==> src/rtl/gcd_pkg.sv <==
// gcd_pkg: shared definitions for the GCD request scheduler.
//   - default parameter values (operand width, requester count, WAIT timeout)
//   - timeout counter width and requester index width
//   - scheduler FSM state encoding
package gcd_pkg;

    localparam int WIDTH_D   = 8;
    localparam int N_REQ_D   = 4;
    localparam int TIMEOUT_D = 1023;
    localparam int CNT_W     = 10;   // holds TIMEOUT_D
    localparam int IDX_W     = 2;    // requester index width for N_REQ_D

    typedef enum logic [2:0] {
        S_IDLE,
        S_GRANT,
        S_WAIT,
        S_CAPTURE,
        S_RELEASE,
        S_BYPASS
    } state_t;

endpackage

==> src/rtl/gcd_sched_if.sv <==
// gcd_sched_if: requester-side and core-side signals of the GCD scheduler.
//   Requester side : req, x_in, y_in (to scheduler); ack, result, res_id, err (back)
//   Core side      : core_go, core_x, core_y, core_clr (to core); core_done, core_gcd (back)
// Modports:
//   slave  - the scheduler itself
//   master - environment: requesters plus the shared GCD core
interface gcd_sched_if import gcd_pkg::*; #(
    parameter int WIDTH = WIDTH_D,
    parameter int N_REQ = N_REQ_D
);
    logic [N_REQ-1:0]       req;
    logic [N_REQ*WIDTH-1:0] x_in;
    logic [N_REQ*WIDTH-1:0] y_in;
    logic [N_REQ-1:0]       ack;
    logic [WIDTH-1:0]       result;
    logic [IDX_W-1:0]       res_id;
    logic                   err;
    logic                   core_go;
    logic [WIDTH-1:0]       core_x;
    logic [WIDTH-1:0]       core_y;
    logic                   core_clr;
    logic                   core_done;
    logic [WIDTH-1:0]       core_gcd;

    modport slave (
        input  req, x_in, y_in, core_done, core_gcd,
        output ack, result, res_id, err, core_go, core_x, core_y, core_clr
    );

    modport master (
        output req, x_in, y_in, core_done, core_gcd,
        input  ack, result, res_id, err, core_go, core_x, core_y, core_clr
    );
endinterface

==> src/rtl/gcd_sched_rr_pick.sv <==
// rr_pick: combinational round-robin picker.
//   req - request levels, ptr - index searched first
//   win - first set request at or after ptr (ascending, wrapping)
//   any - at least one request is set
module rr_pick import gcd_pkg::*; #(
    parameter int N_REQ = N_REQ_D
) (
    input  logic [N_REQ-1:0] req,
    input  logic [IDX_W-1:0] ptr,
    output logic [IDX_W-1:0] win,
    output logic             any
);
    always_comb begin
        win = '0;
        any = |req;
        // Walk from the farthest offset down to ptr so the closest set bit
        // is the last assignment and therefore wins.
        for (int k = N_REQ - 1; k >= 0; k--) begin
            if (req[(int'(ptr) + k) % N_REQ])
                win = IDX_W'((int'(ptr) + k) % N_REQ);
        end
    end
endmodule

==> src/rtl/gcd_sched.sv <==
// gcd_sched: arbitrates N_REQ requesters onto one shared GCD core.
//   clk  - system clock, rising edge
//   clr  - asynchronous active-high reset (also forwarded to core_clr)
//   bus  - gcd_sched_if.slave: requester handshake and core control
// A winner is chosen round-robin in IDLE and its operands latched. Zero
// operands are answered locally (BYPASS); otherwise the core is started,
// watched for core_done with a timeout, its result returned, and the core
// restarted via core_clr before the next grant.
module gcd_sched import gcd_pkg::*; #(
    parameter int WIDTH   = WIDTH_D,
    parameter int N_REQ   = N_REQ_D,
    parameter int TIMEOUT = TIMEOUT_D
) (
    input  logic        clk,
    input  logic        clr,
    gcd_sched_if.slave  bus
);
    state_t             state, nxt;
    logic [IDX_W-1:0]   ptr, win, pick;
    logic               any;
    logic [CNT_W-1:0]   cnt;
    logic               abort;
    logic [WIDTH-1:0]   opx, opy, res;
    logic [WIDTH-1:0]   sel_x, sel_y;
    logic               zero_op, timeout;
    logic [N_REQ-1:0]   ack;
    logic               err, go, rel;

    rr_pick #(.N_REQ(N_REQ)) u_pick (
        .req (bus.req),
        .ptr (ptr),
        .win (pick),
        .any (any)
    );

    assign sel_x   = bus.x_in[int'(pick)*WIDTH +: WIDTH];
    assign sel_y   = bus.y_in[int'(pick)*WIDTH +: WIDTH];
    assign zero_op = (sel_x == '0) || (sel_y == '0);
    // cnt counts completed WAIT cycles; this is the last allowed one.
    assign timeout = (cnt == CNT_W'(TIMEOUT - 1));

    // State register
    always_ff @(posedge clk or posedge clr) begin
        if (clr) state <= S_IDLE;
        else     state <= nxt;
    end

    // Next state
    always_comb begin
        nxt = state;
        case (state)
            S_IDLE:    if (any) nxt = zero_op ? S_BYPASS : S_GRANT;
            S_GRANT:   nxt = S_WAIT;
            S_WAIT:    if (bus.core_done || timeout) nxt = S_CAPTURE;
            S_CAPTURE: nxt = S_RELEASE;
            S_RELEASE: nxt = S_IDLE;
            S_BYPASS:  nxt = S_IDLE;
            default:   nxt = S_IDLE;
        endcase
    end

    // Outputs
    always_comb begin
        ack = '0;
        err = 1'b0;
        go  = 1'b0;
        rel = 1'b0;
        case (state)
            S_GRANT:   go = 1'b1;
            S_CAPTURE: begin
                ack[win] = 1'b1;
                err      = abort;
            end
            S_RELEASE: rel = 1'b1;
            S_BYPASS:  begin
                ack[win] = 1'b1;
                err      = (opx == '0) && (opy == '0);
            end
            default: ;
        endcase
    end

    // Datapath: winner/operand latch, timeout counter, result register.
    // result is loaded on the edge entering CAPTURE/BYPASS so it is valid
    // in the same cycle as ack.
    always_ff @(posedge clk or posedge clr) begin
        if (clr) begin
            ptr   <= '0;
            win   <= '0;
            cnt   <= '0;
            abort <= 1'b0;
            opx   <= '0;
            opy   <= '0;
            res   <= '0;
        end else begin
            case (state)
                S_IDLE: if (any) begin
                    win <= pick;
                    ptr <= IDX_W'((int'(pick) + 1) % N_REQ);
                    opx <= sel_x;
                    opy <= sel_y;
                    if (zero_op) res <= sel_x | sel_y;   // gcd(0,v) = v
                end
                S_GRANT: begin
                    cnt   <= '0;
                    abort <= 1'b0;
                end
                S_WAIT: begin
                    cnt <= cnt + 1'b1;
                    if (bus.core_done) begin
                        res <= bus.core_gcd;
                    end else if (timeout) begin
                        res   <= '0;
                        abort <= 1'b1;
                    end
                end
                default: ;
            endcase
        end
    end

    assign bus.ack      = ack;
    assign bus.err      = err;
    assign bus.result   = res;
    assign bus.res_id   = win;
    assign bus.core_go  = go;
    assign bus.core_x   = opx;
    assign bus.core_y   = opy;
    assign bus.core_clr = clr | rel;

endmodule
==> src/flat_wrapper.sv <==
// flat-port wrapper written by rule: the top's interface ports become plain ports
module gcd_sched_flat import gcd_pkg::*;
#(
    parameter int WIDTH   = WIDTH_D,
    parameter int N_REQ   = N_REQ_D,
    parameter int TIMEOUT = TIMEOUT_D
)
  (clk, clr, bus_req, bus_x_in, bus_y_in, bus_core_done, bus_core_gcd, bus_ack, bus_result, bus_res_id, bus_err, bus_core_go, bus_core_x, bus_core_y, bus_core_clr);
  gcd_sched_if #(.WIDTH(WIDTH), .N_REQ(N_REQ)) bus_i ();
  input  logic clk;
  input  logic clr;
  input wire logic [$bits(bus_i.req)-1:0] bus_req;
  input wire logic [$bits(bus_i.x_in)-1:0] bus_x_in;
  input wire logic [$bits(bus_i.y_in)-1:0] bus_y_in;
  input wire logic [$bits(bus_i.core_done)-1:0] bus_core_done;
  input wire logic [$bits(bus_i.core_gcd)-1:0] bus_core_gcd;
  output wire logic [$bits(bus_i.ack)-1:0] bus_ack;
  output wire logic [$bits(bus_i.result)-1:0] bus_result;
  output wire logic [$bits(bus_i.res_id)-1:0] bus_res_id;
  output wire logic [$bits(bus_i.err)-1:0] bus_err;
  output wire logic [$bits(bus_i.core_go)-1:0] bus_core_go;
  output wire logic [$bits(bus_i.core_x)-1:0] bus_core_x;
  output wire logic [$bits(bus_i.core_y)-1:0] bus_core_y;
  output wire logic [$bits(bus_i.core_clr)-1:0] bus_core_clr;
  assign bus_i.req = bus_req;
  assign bus_i.x_in = bus_x_in;
  assign bus_i.y_in = bus_y_in;
  assign bus_i.core_done = bus_core_done;
  assign bus_i.core_gcd = bus_core_gcd;
  assign bus_ack = bus_i.ack;
  assign bus_result = bus_i.result;
  assign bus_res_id = bus_i.res_id;
  assign bus_err = bus_i.err;
  assign bus_core_go = bus_i.core_go;
  assign bus_core_x = bus_i.core_x;
  assign bus_core_y = bus_i.core_y;
  assign bus_core_clr = bus_i.core_clr;
  gcd_sched #(.WIDTH(WIDTH), .N_REQ(N_REQ), .TIMEOUT(TIMEOUT)) u_core (.clk(clk), .clr(clr), .bus(bus_i));
endmodule
==> config.mk <==
export PLATFORM = sky130hd
export DESIGN_NAME = gcd_sched_flat
export DESIGN_NICKNAME = d
export VERILOG_FILES = /design/src/rtl/gcd_pkg.sv /design/src/rtl/gcd_sched_if.sv /design/src/rtl/gcd_sched_rr_pick.sv /design/src/rtl/gcd_sched.sv /design/src/flat_wrapper.sv
export SDC_FILE = /design/constraint.sdc
export NUM_CORES = 1
export LEC_CHECK = 0
export CORE_MARGIN = 2
export CORE_UTILIZATION = 35
export CTS_CLUSTER_DIAMETER = 150
export DETAILED_ROUTE_END_ITERATION = 6
export GPL_TIMING_DRIVEN = 0
export PLACE_DENSITY = 0.66
export SLEW_MARGIN = 0
export SYNTH_ARGS = -nofsm -noshare
export SYNTH_HDL_FRONTEND = slang
export SYNTH_SLANG_ARGS = --single-unit
export TNS_END_PERCENT = 20
==> constraint.sdc <==
create_clock -name clk -period 3.8 [get_ports clk]
set_clock_uncertainty 0.2 [all_clocks]
set_input_delay 1.14 -clock clk [delete_from_list [all_inputs] [get_ports clk]]
set_output_delay 1.14 -clock clk [all_outputs]
set_load 0.1 [all_outputs]
==> flow_summary.ini <==
[worst_setup_path]
critPathRequiredTime_ns = 3.77
arrival_ns = 3.71
end_kind = flip-flop
rrSetupSlack_ns = 0.94
cp_max_fo = 8
crit_path_start_kind = primary input
path_class = primary input to flip-flop

[detailed_routing]
drt_iter0_drc = 130
vias_per_cell = 5.04
dr_wl_met2_um = 3520
top_layer_used = met4
wirelength_um = 7560
wl_met1_um = 3350
ant_nets = 0
vias = 2423
wl_per_cell_um = 15.7
drc_errors = 0
drt_first_pass_iters = 4
wl_met3_um = 606

[global_route]
grt_pass1_vias = 2354
track_usage_pct = 18.3
grt.overflow.total = 0
grt_start_max_net_pins = 44
grt_pass1_wl_um = 11300
antenna_found_initial = 0

[timing]
fmax_mhz = 268
rsz0062_at_grt = yes
period_share_pct = 98.4
hold_viol_final = 0
layout_min_cycle_time_ns = 3.74
setup_slack_ns = 0.0622
slew_violations = 0
slew_headroom_pct = 32.1
finalSetupViolations = 0
worst_slew_pin_slew_ns = 1.02

[clock_tree]
clock_latency_ns = 0.29
numCtsBuffers = 5
cts_tree = done
h-tree-depth = 2
clockBufferDepth = 2
clk_pin_slew_ns = 0.07
cts_root_buf = clkbuf_8
cts_num_sinks = 42

[logic_synthesis]
ys_warn_count = 0
mappedNetlistArea_sq_um = 2550
synthTopCellsByArea = dfrtp_1 (41%), mux2i_1 (13%), mux2_2 (11%)
synth_flop_cell = dfrtp_1
synthCells = 260
ys_types = 35
ys_seq_area_share_pct = 41.2
synth_common_cells = dfrtp_1 (42), mux2i_1 (33), o21ai_0 (30)
synth-seq-cells = 42
synth_area_per_cell_sq_um = 9.81
synth_top_cell_area_share_pct = 41.2
synth_edf_count = 0
yosysMostFrequentCell = dfrtp_1
syn_nets = 341
async_reset_ff_share_pct = 100
yosys.area.top_type = dfrtp_1

[floorplanning]
die_area_sq_um = 7990
die_x_um = 89.4
die_h_um = 89.4
ios = 112
start_util_pct = 35.7
core_region_area_sq_um = 7140
rows = 31

[placement]
place_area_sq_um = 3780
gp_congestion = 0.821
dp_slack_ns = -0.974
portBuffers = 110
hpwlAfterDp_um = 5970

[status]
status = complete, no violations

[layout]
nets = 462
fin_area_sq_um = 3960
antenna_cells = 0
final_util_pct = 55.5
drive_gt1_share_pct = 14.1
area_delta_synth_final_pct = 55.4

[worst_hold_path]
holdCritPathClass = flip-flop to flip-flop

[pwr]
ir_drop_uv = 636
power_density_nw_per_um2 = 944
p_total_mw = 3.74
p_leak_nw = 1.72

[run]
drv_cap = 0
## critical path: stages
cell and delay [ns]:
clkdlybuf4s50_1 0.45, a21o_1 0.20, a21oi_1 0.13, o22ai_1 0.09, buf_4 0.18, buf_4 0.15, mux2i_1 0.12, mux2_2 0.31
nand4_1 0.10, nor2_1 0.08, o31ai_4 0.26, buf_12 0.16, mux2_2 0.33
## per-stage QoR
step                TNS, ns  std cells  hold WS, ns
finish                    0        481        0.286
global route        -0.0583        481        0.322
CTS                       0        481        0.286
detailed placement    -7.58        469        0.270
global placement      -7.82        469        0.273
floorplan             -1.49        260        0.249
## report_power, final
group,internal [mW],switching [mW]
Sequential,0.630,0.160
Combinational,0.807,1.81
Clock,0.184,0.152
## per-layer routing
| metal | global-route usage, % | vias up |
|---|---|---|
| li1 | - | 1188 |
| met1 | 23.9 | 1149 |
| met2 | 30.6 | 77 |
| met3 | 4.43 | 9 |
| met4 | 4.61 | 0 |
| met5 | 0 | - |
## sequential cells by signal, indices dropped and copies added (netlist names)
name / count
u_core.bus.result: 8
u_core.state: 3
u_core.ptr: 2
u_core.bus.core_x: 8
u_core.cnt: 10
u_core.bus.core_y: 8
u_core.bus.res_id: 2
u_core.abort: 1
## worst paths after layout
check	startpoint	endpoint	cells past startpoint
max	bus_req[0]	u_core.bus.result[5]	13
min	u_core.cnt[8]	u_core.cnt[8]	1
max reg2reg	u_core.ptr[1]	u_core.bus.result[5]	12
min reg2reg	u_core.cnt[8]	u_core.cnt[8]	1
max in group asynchronous	clr	u_core.cnt[8]	2
min in group asynchronous	clr	u_core.bus.core_x[6]	2
## area by class of cell
| type | instances | area [sq um] |
|---|---|---|
| Buffer | 15 | 101 |
| Timing Repair Buffer | 114 | 1140 |
| Sequential cell | 42 | 1050 |
| Clock buffer | 8 | 110 |
| Tap cell | 99 | 124 |
| Inverter | 9 | 47.5 |
| Multi-Input combinational cell | 194 | 1390 |
| Fill cell | 666 | 3170 |
## cell families after synthesis
group                    Yosys count  synth area share (%)
AND/OR/NAND/NOR                   68                  12.8
AO/OA/AOI/OAI                     64                  15.4
adder cells (fa/ha/maj)            2                 0.981
flip-flops                        42                  41.2
buffers and inverters             24                  5.00
XOR/XNOR                           2                 0.687
multiplexers                      58                  24.0
## repair_timing
item	in CTS	in global routing
hold buffers	0	0
gates resized for setup	21	14
endpoints found under the setup margin	15	12
setup buffers	4	0
pin swaps	2	1
## layout by cell type (no fill, tap or decap), drive strengths merged, types with 10 or more instances in the layout
cell             n
mux2i           33
nand4           10
o21ai           30
nand2           26
dfrtp           42
a21oi           11
buf             10
clkdlybuf4s50  102
mux2            25
nor2            12
clkbuf          20
No activity file was read; power rests on OpenSTA's default activity.
